--- src/rtl/mixer_pkg.sv ---
// Shared types for the serial voice mixer and the blocks built around it.
package mixer_pkg;
  localparam int DEFAULT_AUDIO_WIDTH = 24;

  typedef logic signed [DEFAULT_AUDIO_WIDTH-1:0] audio_t;

  typedef enum logic {
    MIX_SUM = 1'b0,
    MIX_AVG = 1'b1
  } mix_mode_t;

  typedef enum logic [1:0] {
    IDLE   = 2'd0,
    ACCUM  = 2'd1,
    FINAL  = 2'd2,
    OUTPUT = 2'd3
  } mixer_state_t;
endpackage

--- src/rtl/mix_saturate.sv ---
// Signed clamp from IN_WIDTH down to OUT_WIDTH bits, flagging when the value was altered.
module mix_saturate #(
  parameter int IN_WIDTH  = 27,
  parameter int OUT_WIDTH = 24
) (
  input  logic [IN_WIDTH-1:0]  i_value,
  output logic [OUT_WIDTH-1:0] o_value,
  output logic                 o_clipped
);
  logic w_fits;

  // Value is representable when every bit above the output sign bit copies the input sign.
  assign w_fits = (i_value[IN_WIDTH-1:OUT_WIDTH-1] ==
                   {(IN_WIDTH-OUT_WIDTH+1){i_value[IN_WIDTH-1]}});

  always_comb begin
    o_clipped = ~w_fits;
    if (w_fits)
      o_value = i_value[OUT_WIDTH-1:0];
    else if (i_value[IN_WIDTH-1])
      o_value = {1'b1, {(OUT_WIDTH-1){1'b0}}};
    else
      o_value = {1'b0, {(OUT_WIDTH-1){1'b1}}};
  end
endmodule

--- src/rtl/serial_voice_mixer.sv ---
// Time-multiplexed voice mixer: one enabled voice accumulated per clock, then
// saturated or normalised into a valid/ready output register.
module serial_voice_mixer
  import mixer_pkg::*;
#(
  parameter int AUDIO_WIDTH = DEFAULT_AUDIO_WIDTH,
  parameter int N_VOICES    = 4
) (
  input  logic                                  clock,
  input  logic                                  reset_l,
  input  logic                                  in_valid,
  output logic                                  in_ready,
  input  logic [N_VOICES-1:0][AUDIO_WIDTH-1:0]  voices,
  input  logic [N_VOICES-1:0]                   voice_enable,
  input  logic                                  mode,
  output logic                                  out_valid,
  input  logic                                  out_ready,
  output logic [AUDIO_WIDTH-1:0]                audio_out,
  output logic                                  clipped,
  output logic                                  overrun,
  input  logic                                  clear_overrun
);
  localparam int SHIFT     = $clog2(N_VOICES);
  localparam int IDX_WIDTH = (SHIFT > 1) ? SHIFT : 1;
  localparam int ACC_WIDTH = AUDIO_WIDTH + SHIFT + 1;
  localparam logic [IDX_WIDTH-1:0] LAST_IDX = IDX_WIDTH'(N_VOICES - 1);

  mixer_state_t                          r_state;
  mixer_state_t                          w_next_state;
  logic [N_VOICES-1:0][AUDIO_WIDTH-1:0]  r_voices;
  logic [N_VOICES-1:0]                   r_enable;
  mix_mode_t                             r_mode;
  logic signed [ACC_WIDTH-1:0]           r_acc;
  logic [IDX_WIDTH-1:0]                  r_idx;
  logic [AUDIO_WIDTH-1:0]                r_audio_out;
  logic                                  r_clipped;
  logic                                  r_out_valid;
  logic                                  r_overrun;

  logic [AUDIO_WIDTH-1:0]                w_voice;
  logic signed [ACC_WIDTH-1:0]           w_addend;
  logic signed [ACC_WIDTH-1:0]           w_pre_clamp;
  logic [AUDIO_WIDTH-1:0]                w_sat_value;
  logic                                  w_sat_clipped;

  assign w_voice     = r_voices[r_idx];
  assign w_addend    = r_enable[r_idx] ?
                       {{(ACC_WIDTH-AUDIO_WIDTH){w_voice[AUDIO_WIDTH-1]}}, w_voice} : '0;
  assign w_pre_clamp = (r_mode == MIX_AVG) ? (r_acc >>> SHIFT) : r_acc;

  mix_saturate #(
    .IN_WIDTH  (ACC_WIDTH),
    .OUT_WIDTH (AUDIO_WIDTH)
  ) u_saturate (
    .i_value   (w_pre_clamp),
    .o_value   (w_sat_value),
    .o_clipped (w_sat_clipped)
  );

  always_ff @(posedge clock or negedge reset_l) begin
    if (!reset_l) r_state <= IDLE;
    else          r_state <= w_next_state;
  end

  always_comb begin
    w_next_state = r_state;
    case (r_state)
      IDLE:    if (in_valid)           w_next_state = ACCUM;
      ACCUM:   if (r_idx == LAST_IDX)  w_next_state = FINAL;
      FINAL:                           w_next_state = OUTPUT;
      OUTPUT:  if (out_ready)          w_next_state = IDLE;
      default:                         w_next_state = IDLE;
    endcase
  end

  always_comb begin
    in_ready = (r_state == IDLE);
  end

  always_ff @(posedge clock or negedge reset_l) begin
    if (!reset_l) begin
      r_voices    <= '0;
      r_enable    <= '0;
      r_mode      <= MIX_SUM;
      r_acc       <= '0;
      r_idx       <= '0;
      r_audio_out <= '0;
      r_clipped   <= 1'b0;
      r_out_valid <= 1'b0;
    end else begin
      case (r_state)
        IDLE: if (in_valid) begin
          r_voices <= voices;
          r_enable <= voice_enable;
          r_mode   <= mix_mode_t'(mode);
          r_acc    <= '0;
          r_idx    <= '0;
        end
        ACCUM: begin
          r_acc <= r_acc + w_addend;
          r_idx <= r_idx + 1'b1;
        end
        FINAL: begin
          r_audio_out <= w_sat_value;
          r_clipped   <= w_sat_clipped;
          r_out_valid <= 1'b1;
        end
        OUTPUT: if (out_ready) r_out_valid <= 1'b0;
        default: ;
      endcase
    end
  end

  // A new drop takes priority over a simultaneous clear so no event is lost.
  always_ff @(posedge clock or negedge reset_l) begin
    if (!reset_l)                   r_overrun <= 1'b0;
    else if (in_valid && !in_ready) r_overrun <= 1'b1;
    else if (clear_overrun)         r_overrun <= 1'b0;
  end

  assign out_valid = r_out_valid;
  assign audio_out = r_audio_out;
  assign clipped   = r_clipped;
  assign overrun   = r_overrun;
endmodule
--- config.mk ---
export PLATFORM = sky130hd
export DESIGN_NAME = serial_voice_mixer
export DESIGN_NICKNAME = d
export VERILOG_FILES = /design/src/rtl/mixer_pkg.sv /design/src/rtl/mix_saturate.sv /design/src/rtl/serial_voice_mixer.sv
export SDC_FILE = /design/constraint.sdc
export NUM_CORES = 1
export LEC_CHECK = 0
export ABC_CLOCK_PERIOD_IN_PS = 5550
export CORE_ASPECT_RATIO = 1.2
export CORE_MARGIN = 2
export CORE_UTILIZATION = 40
export CTS_CLUSTER_SIZE = 16
export DETAILED_ROUTE_END_ITERATION = 8
export GPL_ROUTABILITY_DRIVEN = 0
export GPL_TIMING_DRIVEN = 1
export HOLD_SLACK_MARGIN = 0.12
export PLACE_DENSITY = 0.63
export SLEW_MARGIN = 10
export SYNTH_ARGS = -nofsm -noshare
export SYNTH_HDL_FRONTEND = slang
export SYNTH_SLANG_ARGS = --single-unit
--- constraint.sdc ---
create_clock -name clock -period 5.55 [get_ports clock]
set_input_delay 0.555 -clock clock [delete_from_list [all_inputs] [get_ports clock]]
set_output_delay 0.555 -clock clock [all_outputs]
set_load 0.02 [all_outputs]
Word-level counts from Yosys, hierarchy flattened --
Cells that the tools add are included.
Operators by class: shifts and indexed selects 0, reduce and logical (&&, ||, !) cells 10, bitwise gates (word level) 1, div/mod/pow operators 0, eq/ne operators 8, multiplexer cells 20, magnitude comparators 1, $mul 0, add/sub/neg operators 2
Operator list (number):
- $mux W24 | 3
- $mux W27 | 2
- $pmux W27 S2 | 1
- $bmux W24 S2 | 1
- $add A27 B27 Y27 | 1
- $mux W26 | 1
- $mux W2 | 4
- $pmux W2 S4 | 1
- $eq A2 B2 Y1 const B | 3
- $ne A2 B2 Y1 const B | 3
- $reduce_and A2 Y1 | 3
- $reduce_bool A2 Y1 | 3
- $mux W1 | 4
- $pmux W2 S2 | 1
- $eq A3 B3 Y1 | 1
- $lt A2 B3 Y1 const B | 1
- $reduce_and A3 Y1 | 1
- $add A2 B1 Y2 const B | 1
- $bmux W1 S2 | 1
- $eq A2 B1 Y1 const B | 1
- $logic_not A2 Y1 | 1
- $pmux W1 S2 | 1
- $logic_and A1 B1 Y1 | 1
- $logic_not A1 Y1 | 1
- $not A1 Y1 | 1
Storage, ports and cells: latch bits 0, input bits 106, flip-flop bits (word level) 159, output and inout bits 28, memories kept 0, bits in read-only memories 0, word-level logic and storage cells 55, memory bits (writable) 0

Depth between registers and ports, before layout --
word-level depth 5, mapped depth 17

Modules after synthesis --
Synthesis repeated with hierarchy kept, for this count alone.
Second synthesis, totals: cells, all modules 761, area, all modules 8977.4 sq um
By module, submodules not included:
- serial_voice_mixer | instances 1, cells each 672, area an instance 8374.3 sq um
- mix_saturate | instances 1, cells each 89, area an instance 603.1 sq um

Worst setup path before layout --
OpenSTA, ideal clock, no wires.
path kind register to register, from register r_idx[0], to register r_acc[26], period minus slack after synthesis 4098 ps, stages on the path, launching flop included 16, arrival 3980 ps, path slack 1452 ps, buffers on the path 2, path through dfrtp_1 > clkbuf_1 > buf_2 > mux4_2 > nor2b_1 > ha_1 > fa_1 > a211oi_2 > o21a_1 > a211oi_1 > a211o_1 > a311o_1 > a31oi_2 > xnor2_1 > and3_1 > a21o_1
On the way: cells in the longest elaborated chain, start to end 5
RTL lines:
- start: declaration | RTL line serial_voice_mixer.sv:34 | logic [IDX_WIDTH-1:0] r_idx;
- start signal: assignment | RTL line serial_voice_mixer.sv:101 | r_idx <= r_idx + 1'b1;
- $bmux W24 S2 / $bmux W1 S2 (equally long branches) | RTL line serial_voice_mixer.sv:46, serial_voice_mixer.sv:47
- $mux W24 (implied by the code) / $mux W1 (equally long branches) | RTL line serial_voice_mixer.sv:46, serial_voice_mixer.sv:47
- $mux W27 * | RTL line serial_voice_mixer.sv:47 | assign w_addend = r_enable[r_idx] ?
- $add A27 B27 Y27 * | RTL line serial_voice_mixer.sv:100 | r_acc <= r_acc + w_addend;
- $pmux W27 S2 * | RTL line serial_voice_mixer.sv:91 | case (r_state)
- end signal: assignment | RTL line serial_voice_mixer.sv:100
- end: declaration | RTL line serial_voice_mixer.sv:33 | logic signed [ACC_WIDTH-1:0] r_acc;
Mark *: on every way between the ends. The rest lies on a longest branch, timed or not. The select of a mux whose other input is x is not followed. A chain may end at the register's enable or synchronous reset.

Final worst setup path --
from register r_idx[1], to register r_acc[26]
The elaborated chain is that of the path after synthesis.

==> results.py <==
metrics = {
    "floorplan": {
        "io_pins": 134,
        "die_h_um": 162,
        "die_w_um": 136,
        "coreArea_um2": 20400,
        "dieArea_um2": 22000,
        "start_util_pct": 40.9,
        "std_cell_rows": 57,
    },
    "timing": {
        "slew_headroom_pct": 22.9,
        "skew_ns": 0.00790,
        "fmax_mhz": 234,
        "timing.hold.ws_ns": 0.262,
        "tightest_slew_ns": 1.16,
        "min_period_over_period_pct": 77.1,
        "setup_slack_ns": 1.27,
        "setup_viol": 0,
        "final.setup.tns_ns": 0,
        "min_period_ns": 4.28,
        "drv_slew": 0,
        "rsz0062_at_grt": "no",
        "hold_viol": 0,
    },
    "finish": {
        "drive_gt1_share_pct": 23.7,
        "final_util_pct": 52.0,
        "stdcell_area_um2": 10600,
        "nNetsFinal": 953,
        "seq_area_um2": 3980,
        "final_cells": 1092,
        "multi_input_area_um2": 4210,
        "antenna_cells": 0,
        "syn2layout_area_growth_pct": 27.1,
        "fillers": 1758,
    },
    "synthesis": {
        "synth.ff_latch_count": 159,
        "synth_cells": 690,
        "ys.flop_type": "dfrtp_1",
        "synth-edff-count": 0,
        "syn_nets": 828,
        "syn_area_um2": 8350,
        "syn_avg_cell_area_um2": 12.1,
        "yosys_warnings": 0,
        "synth.distinct_cells": 46,
        "yosysSeqAreaShare_pct": 47.7,
        "async_flop_share_pct": 100,
    },
    "pwr": {
        "p_leak_nw": 4.50,
        "ir_worst_vdd_mv": 0.314,
        "p_per_area_nw_per_um2": 637,
        "power.total_mw": 6.76,
    },
    "worst_setup_path": {
        "critPathCaptureType": "flop",
        "path_max_fanout": 24,
        "start_kind": "flop",
        "reg2reg_depth": 15,
        "endpoint": "r_acc[26]$_DFFE_PN0P_",
        "crit_required_ns": 5.87,
        "r2r-end": "r_acc[26]$_DFFE_PN0P_",
        "regToRegSetupSlack_ns": 1.27,
        "critPathLaunch": "r_idx[1]$_DFFE_PN0P_",
        "worstPathArrival_ns": 4.60,
        "reg2reg_from": "r_idx[1]$_DFFE_PN0P_",
        "critical_path_class": "reg2reg",
    },
    "global_routing": {
        "groute.usage.overall_pct": 18.0,
        "grt_max_degree": 113,
        "overflow": 0,
        "grt_pass1_wl_um": 30900,
        "antenna_found_initial": 0,
        "first_global_vias": 6068,
    },
    "clock_tree": {
        "post-cts-setup-buffer-count": 0,
        "cts_tree": "yes",
        "clock-sinks": 159,
        "cts_made_buffers": 17,
        "hold_buffers": 0,
        "cts_root_buffer": "clkbuf_16",
        "clk_pin_slew_ns": 0.07,
        "cts.repair.resized": 0,
        "clock_latency_ns": 0.43,
        "cts_buffer_depth": 2,
        "h-tree-depth": 4,
    },
    "detailed_routing": {
        "via_count": 5722,
        "drt_first_pass_iters": 4,
        "ant_nets": 0,
        "detail_route.vias_per_cell": 5.24,
        "wirelength_um": 18700,
        "drt_iter0_drc": 213,
        "drcViolationCount": 0,
        "wl_per_cell_um": 17.2,
    },
    "placed_design": {
        "dp_hpwl_um": 13800,
        "dp.cells": 1061,
        "place_ws_ns": 1.28,
        "portBuffers": 133,
        "postPlaceCellArea_um2": 9960,
    },
    "flow_run": {
        "max_cap_violations": 0,
    },
    "run_status": {
        "outcome": "completed",
    },
    "hold_path": {
        "hp-class": "in2async",
    },
}
-- sequential cells by signal, indices dropped and copies added, names as in the netlist, 2 cells and up --
signal,cells
r_idx,2
r_enable,4
r_voices,96
r_state,2
r_acc,27
audio_out,24
-- cell usage after synthesis, drive strengths merged (9+ instances only) --
| library cell | number | area, µm² |
|---|---|---|
| clkbuf | 31 | 116 |
| inv | 13 | 48.8 |
| xor2 | 12 | 105 |
| nor2 | 18 | 67.6 |
| mux2 | 126 | 1420 |
| a21oi | 48 | 240 |
| a21o | 9 | 67.6 |
| ha | 31 | 388 |
| mux2i | 26 | 260 |
| nor2b | 25 | 156 |
| mux4 | 24 | 541 |
| o21ai | 48 | 240 |
| xnor2 | 10 | 87.6 |
| nand2 | 48 | 180 |
| dfrtp | 159 | 3980 |
-- logic make-up after synthesis --
logic type               after synthesis  synth area share, %
XOR/XNOR                              22                 2.31
adder cells (fa/ha/maj)               32                 4.89
buffers and inverters                 48                 2.19
AO/OA/AOI/OAI                        139                 9.91
multiplexers                         176                 26.6
flip-flops                           159                 47.7
AND/OR/NAND/NOR                      114                 6.46
-- where the power goes --
| group | total [mW] | switching, mW | internal [mW] |
|---|---|---|---|
| Combinational | 3.39 | 1.64 | 1.75 |
| Clock | 1.27 | 0.480 | 0.792 |
| Sequential | 2.10 | 0.368 | 1.73 |
-- cell type report --
type | instances | area share [%]
clock buffer | 20 | 4.40
clock inverter | 11 | 1.69
inverter | 13 | 0.460
multi-input combinational | 483 | 39.7
sequential | 159 | 37.5
tap | 265 | 3.13
timing repair buffer | 141 | 13.1
-- per-layer routing --
metal	vias to the layer above	track usage, %	wire length [µm]
met5	-	0	0
met4	0	6.39	299
met3	19	3.71	687
met2	125	30.5	9410
met1	2816	22.7	8330
li1	2762	-	-
-- worst max-delay path, cell delays in order (launching register included) --
cell and delay (ns):
dfrtp_1 0.76, mux2_2 0.42, o21ai_2 0.11, buf_4 0.29
nor2b_1 0.09, ha_1 0.23, fa_1 0.45, a211oi_2 0.24
o21a_1 0.15, a211oi_1 0.06, a211o_1 0.40, a311o_1 0.31
a31oi_2 0.18, xnor2_1 0.16, o21bai_1 0.09, a21o_1 0.20
-- how the worst min path moves through the flow --
| stage | endpoint | start | slack (ns) |
|---|---|---|---|
| final | r_voices[68]$_DFFE_PN0P_ | reset_l | 0.26 |
| after global routing | r_voices[92]$_DFFE_PN0P_ | reset_l | 0.35 |
| after CTS | r_voices[68]$_DFFE_PN0P_ | reset_l | 0.30 |
| after detailed placement | r_voices[93]$_DFFE_PN0P_ | r_voices[93]$_DFFE_PN0P_ | 0.49 |
| after global placement | r_voices[2]$_DFFE_PN0P_ | r_voices[2]$_DFFE_PN0P_ | 0.48 |
| after floorplan | audio_out[0]$_DFFE_PN0P_ | reset_l | 0.26 |
-- layout by cell type (no fill, tap or decap), types with 4 or more instances in the layout --
cell type | Yosys | layout
a211oi_1 | 4 | 4
a21o_1 | 9 | 9
a21oi_1 | 48 | 48
buf_4 | 0 | 8
bufinv_16 | 0 | 4
clkbuf_16 | 0 | 17
clkdlybuf4s50_1 | 0 | 132
dfrtp_1 | 159 | 158
ha_1 | 31 | 31
inv_1 | 13 | 13
mux2_2 | 126 | 126
mux2i_1 | 26 | 25
mux4_2 | 24 | 24
nand2_1 | 48 | 47
nand3_1 | 5 | 5
nor2_1 | 18 | 18
nor2b_1 | 25 | 25
nor3_1 | 5 | 5
o21a_1 | 5 | 5
o21ai_0 | 46 | 45
xnor2_1 | 10 | 10
xor2_1 | 12 | 12
Note: power is estimated with default switching activity, not from simulation.
